**config.mk**
```make
export PLATFORM = sky130hd
export DESIGN_NAME = rv32_hazard_ctrl
export DESIGN_NICKNAME = d
export VERILOG_FILES = /design/src/rtl/rv32_pipe_pkg.sv /design/src/rtl/rv32_hazard_cmp.sv /design/src/rtl/rv32_hazard_ctrl.sv
export SDC_FILE = /design/constraint.sdc
export NUM_CORES = 1
export LEC_CHECK = 0
export ABC_CLOCK_PERIOD_IN_PS = 5300
export BUFFER_PORTS_ARGS = -buffer_cell sky130_fd_sc_hd__buf_2
export CAP_MARGIN = 25
export CORE_UTILIZATION = 55
export CTS_BUF_LIST = sky130_fd_sc_hd__clkbuf_8
export DETAILED_ROUTE_END_ITERATION = 10
export GPL_ROUTABILITY_DRIVEN = 0
export GPL_TIMING_DRIVEN = 0
export PLACE_DENSITY_LB_ADDON = 0.25
export SLEW_MARGIN = 20
export SYNTH_ARGS = -nofsm -noshare
export SYNTH_HDL_FRONTEND = slang
export SYNTH_SLANG_ARGS = --single-unit
export TNS_END_PERCENT = 1
```
**constraint.sdc**
```tcl
create_clock -name clk -period 5.3 [get_ports clk]
set_clock_uncertainty 0.15 [all_clocks]
set_input_delay 0.795 -clock clk [delete_from_list [all_inputs] [get_ports clk]]
set_output_delay 0.795 -clock clk [all_outputs]
set_load 0.01 [all_outputs]
```
**src/rtl/rv32_pipe_pkg.sv**
```systemverilog
// Shared pipeline-control types for the RV32I hazard controller.
//  - hz_slot_t   : one scoreboard entry describing an in-flight instruction
//  - hz_action_e : per-cycle pipeline action, listed from lowest to highest priority
//  - FWD_REGFILE : forward-select encoding meaning "take operand from regfile"
package rv32_pipe_pkg;

    // Deepest supported forwarding network (stages past EX).
    localparam int MAX_FWD_STAGES = 6;
    // Slot rd field is sized for the widest register address we support;
    // narrower REG_AW values are zero-extended into it.
    localparam int MAX_REG_AW     = 8;
    localparam int FWD_REGFILE    = 0;

    typedef struct packed {
        logic                  valid;
        logic [MAX_REG_AW-1:0] rd;
        logic                  reg_write;
        logic                  is_load;
    } hz_slot_t;

    typedef enum logic [1:0] {
        HZ_ADVANCE = 2'd0,
        HZ_STALL   = 2'd1,
        HZ_FLUSH   = 2'd2,
        HZ_FREEZE  = 2'd3
    } hz_action_e;

endpackage

```
**src/rtl/rv32_hazard_cmp.sv**
```systemverilog
// Per-operand dependency comparator.
// Scans the scoreboard for the youngest in-flight writer of rs and reports
// whether one exists, which forward select it maps to, and whether it is a load.
// Ports:
//  slots       in  FWD_STAGES scoreboard entries, slot 0 = instruction in EX
//  rs          in  REG_AW     source register read by the ID instruction
//  used        in  1          ID instruction actually reads rs
//  hit         out 1          a live writer of rs was found
//  sel         out SEL_W      forward select (winning slot index + 1), 0 when no hit
//  is_load_hit out 1          the winning writer is a load
module rv32_hazard_cmp
    import rv32_pipe_pkg::*;
#(
    parameter int FWD_STAGES = 2,
    parameter int REG_AW     = 5,
    parameter int SEL_W      = 3
) (
    input  hz_slot_t          slots [FWD_STAGES],
    input  logic [REG_AW-1:0] rs,
    input  logic              used,
    output logic              hit,
    output logic [SEL_W-1:0]  sel,
    output logic              is_load_hit
);

    logic [MAX_REG_AW-1:0] rs_ext;
    logic                  rs_live;

    assign rs_ext  = MAX_REG_AW'(rs);
    // x0 is hard-wired zero, so it never has a producer worth forwarding.
    assign rs_live = used && (rs != '0);

    // Walk from oldest to youngest so the youngest matching slot is the
    // last assignment and therefore wins.
    always_comb begin
        hit         = 1'b0;
        sel         = SEL_W'(FWD_REGFILE);
        is_load_hit = 1'b0;
        for (int j = FWD_STAGES - 1; j >= 0; j--) begin
            if (rs_live && slots[j].valid && slots[j].reg_write &&
                (slots[j].rd == rs_ext)) begin
                hit         = 1'b1;
                sel         = SEL_W'(j + 1);
                is_load_hit = slots[j].is_load;
            end
        end
    end

endmodule

```
**src/rtl/rv32_hazard_ctrl.sv**
```systemverilog
// Hazard / forwarding controller for the RV32I pipeline.
// Keeps a scoreboard of destination registers in flight past ID, registers
// per-operand forward selects for EX, and raises load-use stalls, branch
// flushes and a global freeze while data memory back-pressures.
//
// mem_ready handshake: mem_ready=1 means data memory accepted/returned its
// access this cycle and the pipeline may move; mem_ready=0 means it did not,
// so every pipeline register (and all state here) holds unchanged.
//
// Ports:
//  clk, rst_n            clock (rising edge), asynchronous active-low reset
//  id_valid              ID holds a live instruction
//  id_rs1_addr/rs2_addr  source registers of the ID instruction
//  id_rs1_used/rs2_used  ID instruction reads rs1/rs2
//  id_rd_addr            destination of the ID instruction
//  id_reg_write          ID instruction writes rd
//  id_is_load            ID instruction is a load
//  ex_branch_taken       EX resolved a taken branch/jump
//  mem_ready             data memory progress (0 = back-pressure)
//  stall_if, stall_id    hold PC / IF-ID register
//  freeze                hold ID/EX, EX/MEM, MEM/WB registers
//  flush_id              squash IF/ID contents
//  bubble_ex             load NOP into ID/EX
//  fwd_sel_src1/src2     registered EX operand selects: 0=regfile, k=stage k past EX
//  stall_cycles          saturating count of cycles with stall_if=1
module rv32_hazard_ctrl
    import rv32_pipe_pkg::*;
#(
    parameter int REG_AW     = 5,
    parameter int FWD_STAGES = 2,
    parameter int LOAD_LAT   = 1,
    parameter int SEL_W      = 3,
    parameter int CNT_W      = 32
) (
    input  logic              clk,
    input  logic              rst_n,
    input  logic              id_valid,
    input  logic [REG_AW-1:0] id_rs1_addr,
    input  logic [REG_AW-1:0] id_rs2_addr,
    input  logic              id_rs1_used,
    input  logic              id_rs2_used,
    input  logic [REG_AW-1:0] id_rd_addr,
    input  logic              id_reg_write,
    input  logic              id_is_load,
    input  logic              ex_branch_taken,
    input  logic              mem_ready,
    output logic              stall_if,
    output logic              stall_id,
    output logic              freeze,
    output logic              flush_id,
    output logic              bubble_ex,
    output logic [SEL_W-1:0]  fwd_sel_src1,
    output logic [SEL_W-1:0]  fwd_sel_src2,
    output logic [CNT_W-1:0]  stall_cycles
);

    hz_slot_t   slots [FWD_STAGES];
    hz_slot_t   new_slot;
    hz_action_e action;

    logic             hit1, hit2;
    logic             load_hit1, load_hit2;
    logic [SEL_W-1:0] sel1, sel2;
    logic             load_use;

    rv32_hazard_cmp #(
        .FWD_STAGES (FWD_STAGES),
        .REG_AW     (REG_AW),
        .SEL_W      (SEL_W)
    ) u_cmp_rs1 (
        .slots       (slots),
        .rs          (id_rs1_addr),
        .used        (id_rs1_used),
        .hit         (hit1),
        .sel         (sel1),
        .is_load_hit (load_hit1)
    );

    rv32_hazard_cmp #(
        .FWD_STAGES (FWD_STAGES),
        .REG_AW     (REG_AW),
        .SEL_W      (SEL_W)
    ) u_cmp_rs2 (
        .slots       (slots),
        .rs          (id_rs2_addr),
        .used        (id_rs2_used),
        .hit         (hit2),
        .sel         (sel2),
        .is_load_hit (load_hit2)
    );

    // A load in slot j has its data forwardable only from stage LOAD_LAT+1
    // onward, i.e. a hit with sel <= LOAD_LAT is too early. With LOAD_LAT=0
    // every hit has sel >= 1, so this never fires.
    assign load_use = (hit1 && load_hit1 && (sel1 <= SEL_W'(LOAD_LAT))) ||
                      (hit2 && load_hit2 && (sel2 <= SEL_W'(LOAD_LAT)));

    // Priority: freeze > branch flush > load-use stall > advance.
    always_comb begin
        action = HZ_ADVANCE;
        if (!mem_ready) begin
            action = HZ_FREEZE;
        end else if (ex_branch_taken) begin
            action = HZ_FLUSH;
        end else if (load_use && id_valid) begin
            action = HZ_STALL;
        end
    end

    assign freeze    = (action == HZ_FREEZE);
    assign stall_if  = (action == HZ_FREEZE) || (action == HZ_STALL);
    assign stall_id  = stall_if;
    assign flush_id  = (action == HZ_FLUSH);
    assign bubble_ex = (action == HZ_FLUSH) || (action == HZ_STALL);

    // The ID instruction only enters the scoreboard when it actually moves
    // into EX; flush and stall both inject a bubble instead.
    always_comb begin
        new_slot = '0;
        if (action == HZ_ADVANCE) begin
            new_slot.valid     = id_valid;
            new_slot.rd        = MAX_REG_AW'(id_rd_addr);
            new_slot.reg_write = id_reg_write;
            new_slot.is_load   = id_is_load;
        end
    end

    always_ff @(posedge clk or negedge rst_n) begin
        if (!rst_n) begin
            for (int j = 0; j < FWD_STAGES; j++) begin
                slots[j] <= '0;
            end
            fwd_sel_src1 <= SEL_W'(FWD_REGFILE);
            fwd_sel_src2 <= SEL_W'(FWD_REGFILE);
        end else if (action != HZ_FREEZE) begin
            slots[0] <= new_slot;
            // Oldest slot falls off the end; the regfile writes before it
            // is read, so no forwarding is needed beyond this depth.
            for (int j = 1; j < FWD_STAGES; j++) begin
                slots[j] <= slots[j-1];
            end
            if (action == HZ_ADVANCE) begin
                fwd_sel_src1 <= sel1;
                fwd_sel_src2 <= sel2;
            end else begin
                fwd_sel_src1 <= SEL_W'(FWD_REGFILE);
                fwd_sel_src2 <= SEL_W'(FWD_REGFILE);
            end
        end
    end

    always_ff @(posedge clk or negedge rst_n) begin
        if (!rst_n) begin
            stall_cycles <= '0;
        end else if (stall_if && (stall_cycles != '1)) begin
            stall_cycles <= stall_cycles + CNT_W'(1);
        end
    end

endmodule

```
== After elaboration in Yosys (flattened, before gate mapping) ==
Index checks and enable logic that the tools add are counted.

* $add $sub $neg: 1
* Order comparisons: 2
* Equal/unequal tests: 9
* Multiplexer cells: 18
* Reductions and logical operators: 26

{| class="wikitable"
|+ Operators by type and width
! cell !! number
|-
| adder 32 x 1 -> 32 bit, second input constant || 1
|-
| == test 8 x 5 -> 1 bit || 4
|-
| inequality test 32 bit, second input constant || 1
|-
| logical AND 1 bit || 20
|-
| two-way mux 2 bit || 6
|-
| two-way mux 11 bit || 1
|-
| nonzero test 5 bit || 2
|-
| two-way mux 1 bit || 9
|-
| <= comparator 3 x 1 -> 1 bit, second input constant || 2
|-
| two-way mux 3 bit || 2
|-
| == test 2 bit, second input constant || 2
|-
| logical OR 1 bit || 3
|-
| == test 2 x 1 -> 1 bit, second input constant || 1
|-
| logical NOT 2 bit || 1
|-
| inequality test 2 bit, second input constant || 1
|}

* Bits in registers: 60

== Logic depth before layout (Yosys ltp) ==
* Depth after elaboration: 17
* Mapped depth: 11

== By module ==
Synthesis repeated with hierarchy kept, for this count alone.

* Cell total of the unflattened synthesis: 294
* Area total of the unflattened synthesis: 3,050.4 um^2

{| class="wikitable"
|+ By module, submodules not included
! module !! instances !! cells each !! area each (um^2)
|-
| rv32_hazard_ctrl || 1 || 232 || 2,565.0
|-
| rv32_hazard_cmp || 2 || 31 || 242.7
|}

== Least setup slack after synthesis ==
Ideal clock, no wire load.

* Path type: input to register
* From: input id_rs1_addr[0]
* To: register fwd_sel_src1[1]
* Library setup time: 0.083 ns
* Data arrival time: 2.921 ns
* Data required time: 5.067 ns
* Path slack: 2.147 ns
* Stages on the path: 10
* Path buffers: 0
* Cells stage by stage: or4_1 > o21ai_1 > nor3_2 > nor2_1 > o21ai_0 > ha_1 > and4b_1 > nand4_1 > or4_1 > o21ai_0

* Word-level cells in the longest chain between the ends: 16
* Elaborated cells between the ends (all ways): 27

{| class="wikitable"
|+ RTL lines
! what !! RTL line !! source
|-
| from (decl) || rv32_hazard_ctrl.sv:38 || <nowiki>input logic [REG_AW-1:0] id_rs1_addr,</nowiki>
|-
| nonzero test 5 bit || rv32_hazard_cmp.sv:31 || <nowiki>assign rs_live = used && (rs != '0);</nowiki>
|-
| logical AND 1 bit || rv32_hazard_cmp.sv:31 ||
|-
| logical AND 1 bit (3 in a row) || rv32_hazard_cmp.sv:40 || <nowiki>if (rs_live && slots[j].valid && slots[j].reg_write &&</nowiki>
|-
| two-way mux 2 bit or two-way mux 1 bit (tied branches) (2 in a row) || rv32_hazard_cmp.sv:40 ||
|-
| <= comparator 3 x 1 -> 1 bit or logical AND 1 bit (tied branches) || rv32_hazard_ctrl.sv:95 || <nowiki>assign load_use = (hit1 && load_hit1 && (sel1 <= SEL_W'(LOAD_LAT))) ||</nowiki>
|-
| logical AND 1 bit || rv32_hazard_ctrl.sv:95 ||
|-
| logical OR 1 bit || rv32_hazard_ctrl.sv:95 ||
|-
| logical AND 1 bit || rv32_hazard_ctrl.sv:105 || <nowiki>end else if (load_use && id_valid) begin</nowiki>
|-
| two-way mux 1 bit || rv32_hazard_ctrl.sv:105 ||
|-
| two-way mux 2 bit || rv32_hazard_ctrl.sv:103 || <nowiki>end else if (ex_branch_taken) begin</nowiki>
|-
| two-way mux 2 bit || rv32_hazard_ctrl.sv:101 || <nowiki>if (!mem_ready) begin</nowiki>
|-
| logical NOT 2 bit || rv32_hazard_ctrl.sv:142 || <nowiki>if (action == HZ_ADVANCE) begin</nowiki>
|-
| two-way mux 3 bit || rv32_hazard_ctrl.sv:142 ||
|-
| to (signal assigned) || rv32_hazard_ctrl.sv:133 || <nowiki>fwd_sel_src1 <= SEL_W'(FWD_REGFILE);</nowiki>
|-
| to (signal assigned) || rv32_hazard_ctrl.sv:143 || <nowiki>fwd_sel_src1 <= sel1;</nowiki>
|-
| to (signal assigned) || rv32_hazard_ctrl.sv:146 || <nowiki>fwd_sel_src1 <= SEL_W'(FWD_REGFILE);</nowiki>
|-
| to (decl) || rv32_hazard_ctrl.sv:52 || <nowiki>output logic [SEL_W-1:0] fwd_sel_src1,</nowiki>
|}

Several ways; a longest one is shown, not always the timed one.
A chain may end at the register's enable or synchronous reset.

== Worst setup path in the final report ==
* From: input id_rs2_addr[0]
* To: output bubble_ex

* Word-level cells in the longest chain between the ends: 16
* Elaborated cells between the ends (all ways): 27

{| class="wikitable"
|+ RTL lines
! what !! RTL line !! source
|-
| from (decl) || rv32_hazard_ctrl.sv:39 || <nowiki>input logic [REG_AW-1:0] id_rs2_addr,</nowiki>
|-
| nonzero test 5 bit || rv32_hazard_cmp.sv:31 ||
|-
| logical AND 1 bit || rv32_hazard_cmp.sv:31 ||
|-
| logical AND 1 bit (3 in a row) || rv32_hazard_cmp.sv:40 ||
|-
| two-way mux 2 bit or two-way mux 1 bit (tied branches) (2 in a row) || rv32_hazard_cmp.sv:40 ||
|-
| <= comparator 3 x 1 -> 1 bit or logical AND 1 bit (tied branches) || rv32_hazard_ctrl.sv:96 || <nowiki>(hit2 && load_hit2 && (sel2 <= SEL_W'(LOAD_LAT)));</nowiki>
|-
| logical AND 1 bit * || rv32_hazard_ctrl.sv:96 ||
|-
| logical OR 1 bit * || rv32_hazard_ctrl.sv:95 ||
|-
| logical AND 1 bit * || rv32_hazard_ctrl.sv:105 ||
|-
| two-way mux 1 bit * || rv32_hazard_ctrl.sv:105 ||
|-
| two-way mux 2 bit * || rv32_hazard_ctrl.sv:103 ||
|-
| two-way mux 2 bit * || rv32_hazard_ctrl.sv:101 ||
|-
| == test 2 bit or == test 2 x 1 -> 1 bit (tied branches) || rv32_hazard_ctrl.sv:114 || <nowiki>assign bubble_ex = (action == HZ_FLUSH) || (action == HZ_STALL);</nowiki>
|-
| logical OR 1 bit * || rv32_hazard_ctrl.sv:114 ||
|-
| to (decl) || rv32_hazard_ctrl.sv:51 || <nowiki>output logic bubble_ex,</nowiki>
|}

Mark *: on every way between the ends. The rest lies on a longest branch, timed or not.

==> results.md <==
* Root buf cell: clkbuf_8
* Cts bufs inserted at 5
* Syn Area/Cell at 10.34 sq um
* Clock network power share at 0.279
* Vias after detailed routing at 2020
* Pwr per Cell Area at 257.5 nW/um^2
* Setup violators final at 0
* Number of antenna repair diodes at 0
* DP HPWL at 4107 microns
* Core box area at 4444 sq um
* Total Wirelength at 5568 microns
* # Post-CTS Setup Buffers at 0
* Crit path largest cell delay at 0.52 ns
* Register area share after synthesis at 0.4916
* Antenna viol nets, final at 0
* Pre-CTS WS at 1.707 ns
* Syn. warnings at 0
* Number of synthesized flops with an enable pin at 0
* FFs w/ async S/R, synth at 1.000
* Library cells used by synthesis at 31
* Final worst setup slack at 1.748 ns
* Bufs and invs on worst path at 2
* Failing checks: design-rule violations
* Most used DFF post-synth: dfrtp_1
* Max cap viols at 0
* Sequential share of power at 0.557
* Gate power share at 0.164
* Setup TNS at 0 ns
* Internal power at 577.3 uW
* Startpoint types: input pin
* Nets at 352
* Vias in the first global route at 2127
* Gates resized, CTS repair at 0
* Cell area after synthesis at 2596 sq um
* NetSw at 221.1 uW
* Top Ports at 67
* Total GRT Usage at 0.2475
* Port buffer count at 64
* Slew @ Worst Pin at 0.7178 ns
* Min-Delay Path Class: flip-flop to flip-flop
* Dpl cell area at 3013 sq um
* Mapped Cells at 251
* Setup crit end kind: output pin
* Crit path max-delay family: simple AND/OR/NAND/NOR gates
* Status: finished with violations
* Tot Pwr at 798.3 uW
* DR iter-0 viols at 95
* Die height at 70.71 microns
* Tcrit/Tclk final at 0.6703
* Wirelength per Cell at 14.81 microns
* Sw frac at 0.2769
* Worst Hold Margin at 0.3390 ns
* Slowest CP cell: or4_1
* First-pass DRT Iterations at 7
* Flops & latches, synth at 51
* Slew margin rel. at 0.5215
* Largest net degree at the start of global routing at 31
* Clock Pin Slew Worst Setup and Hold Paths at 0.09 ns
* Layout Cell Area excl Fill at 3100 sq um
* Crit path kind: input pin to output pin
* Die W at 70.71 microns
* Die area at 4999 sq um
* Clock Tree Buf Depth at 2
* Initial cell density of the core at 0.5842
* Clock sink count at 51
* Worst skew pair latency at 0.30 ns
* Fin crit period at 3.552 ns
* Site Rows at 24
* CTS tree: done
* WP data required at 4.36 ns
* RSZ-0062 raised after global routing: false
* CTS Hold Buffers Added at 0
* Fraction of layout cells with a size suffix above 1 at 0.2809
* Layout area overhead at 19.42%
* CTS H-tree lvls at 2
* CP dominant cell by count: buf_2
* Final slew viol count at 0
* Routed vias/inst at 5.372
* Fmax at 281.5 MHz
* Final hold vios at 0
* Leakage at 1.540 nW
* Initial antenna violation count at 0
* Peak VDD IR at 0.2066 mV
* First-pass GRT wire length at 9680 microns
* DR DRC count at 12
* Worst path cell trace: buf_2 > or4_1 > o21ai_1 > nor3_2 > nor2_1 > o21ai_0 > ha_1 > buf_2
* Grt total ovfl at 0
* Peak fanout along the critical path at 4
* Crit path DAT at 2.61 ns
per-stage QoR:
step	cells	utilization
detailed placement	369	0.6779
finish	376	0.6976
floorplan	252	-
global placement	368	0.6717
CTS	376	0.6976
global route	376	0.6976
layout by cell type (no fill, tap or decap), types with 3 or more instances in the layout:
| cell type | n |
|---|---|
| ha_1 | 4 |
| mux2_2 | 7 |
| dfrtp_1 | 51 |
| nand2_1 | 36 |
| xnor2_1 | 41 |
| clkbuf_8 | 6 |
| o21ai_0 | 14 |
| inv_1 | 4 |
| buf_4 | 3 |
| xor2_1 | 10 |
| or4_1 | 4 |
| clkbuf_1 | 4 |
| nand3_1 | 16 |
| buf_2 | 66 |
| nor3_1 | 4 |
| nand4_1 | 15 |
| and3_1 | 10 |
| nor2_1 | 8 |
synthesized netlist by cell type, types with 7 or more instances:
cell type / instances / share of area
xor2_1: 10 / 0.034
mux2_2: 7 / 0.030
o21ai_0: 14 / 0.027
nand2_1: 36 / 0.052
nor2_1: 8 / 0.012
nand3_1: 16 / 0.031
nand4_1: 15 / 0.036
and3_1: 10 / 0.024
xnor2_1: 41 / 0.14
dfrtp_1: 51 / 0.49
tightest hold or removal path, stage by stage (launching register included):
cell and delay (ns):
dfrtp_1 0.35, nand2_1 0.05, o21ai_0 0.06
layer usage:
metal / vias up / GRT usage / share of wire
li1: 997 / - / -
met5: - / 0 / 0
met2: 54 / 0.4124 / 0.48
met4: 0 / 0.07333 / 0.010
met1: 962 / 0.3302 / 0.46
met3: 7 / 0.04986 / 0.043
path summary, 6_finish.rpt:
check,to,start,depth (start not counted),slack [ns]
setup / recovery,bubble_ex,id_rs2_addr[0],8,1.75
hold / removal,fwd_sel_src2[0],fwd_sel_src2[0],2,0.34
setup reg to reg,slots[10],slots[16],8,2.23
hold reg to reg,fwd_sel_src2[0],fwd_sel_src2[0],2,0.34
max in group asynchronous,stall_cycles[2],rst_n,2,4.06
min in group asynchronous,slots[12],rst_n,1,0.39
flip-flops by register name, indices dropped and copies added, names as in the netlist:
signal        flops
slots            15
stall_cycles     32
fwd_sel_src2      2
fwd_sel_src1      2
kinds of logic (layout without fill, tap and decap cells):
logic type / count (synthesis) / in the layout / share of synthesized area
xor+xnor: 51 / 51 / 0.1720
compound gates: 17 / 17 / 0.03566
simple gates: 106 / 106 / 0.2212
mux: 7 / 7 / 0.03036
buf+inv: 14 / 86 / 0.02843
fa+ha+maj: 4 / 4 / 0.01928
other cells: 1 / 2 / 0.001444
flops: 51 / 51 / 0.4916
cell type report:
class,instances,area [sq um]
sequential,51,1276
inverter,4,15.01
clock buffer,6,82.58
timing repair buffer,65,347.8
buffer,10,58.81
fill,355,1344
multi-input combinational,187,1250
tap,52,65.06
clock inverter,1,5.005
power by group through the flow:
stage	logic (mW)	registers [mW]	clock network, mW
2_1_floorplan	0.0644	0.458	0
3_3_place_gp	0.124	0.451	0
3_5_place_dp	0.132	0.452	0
4_1_cts	0.133	0.445	0.229
5_1_grt	0.150	0.450	0.240
6_report	0.131	0.445	0.223
(Power assumes the default switching activity.)
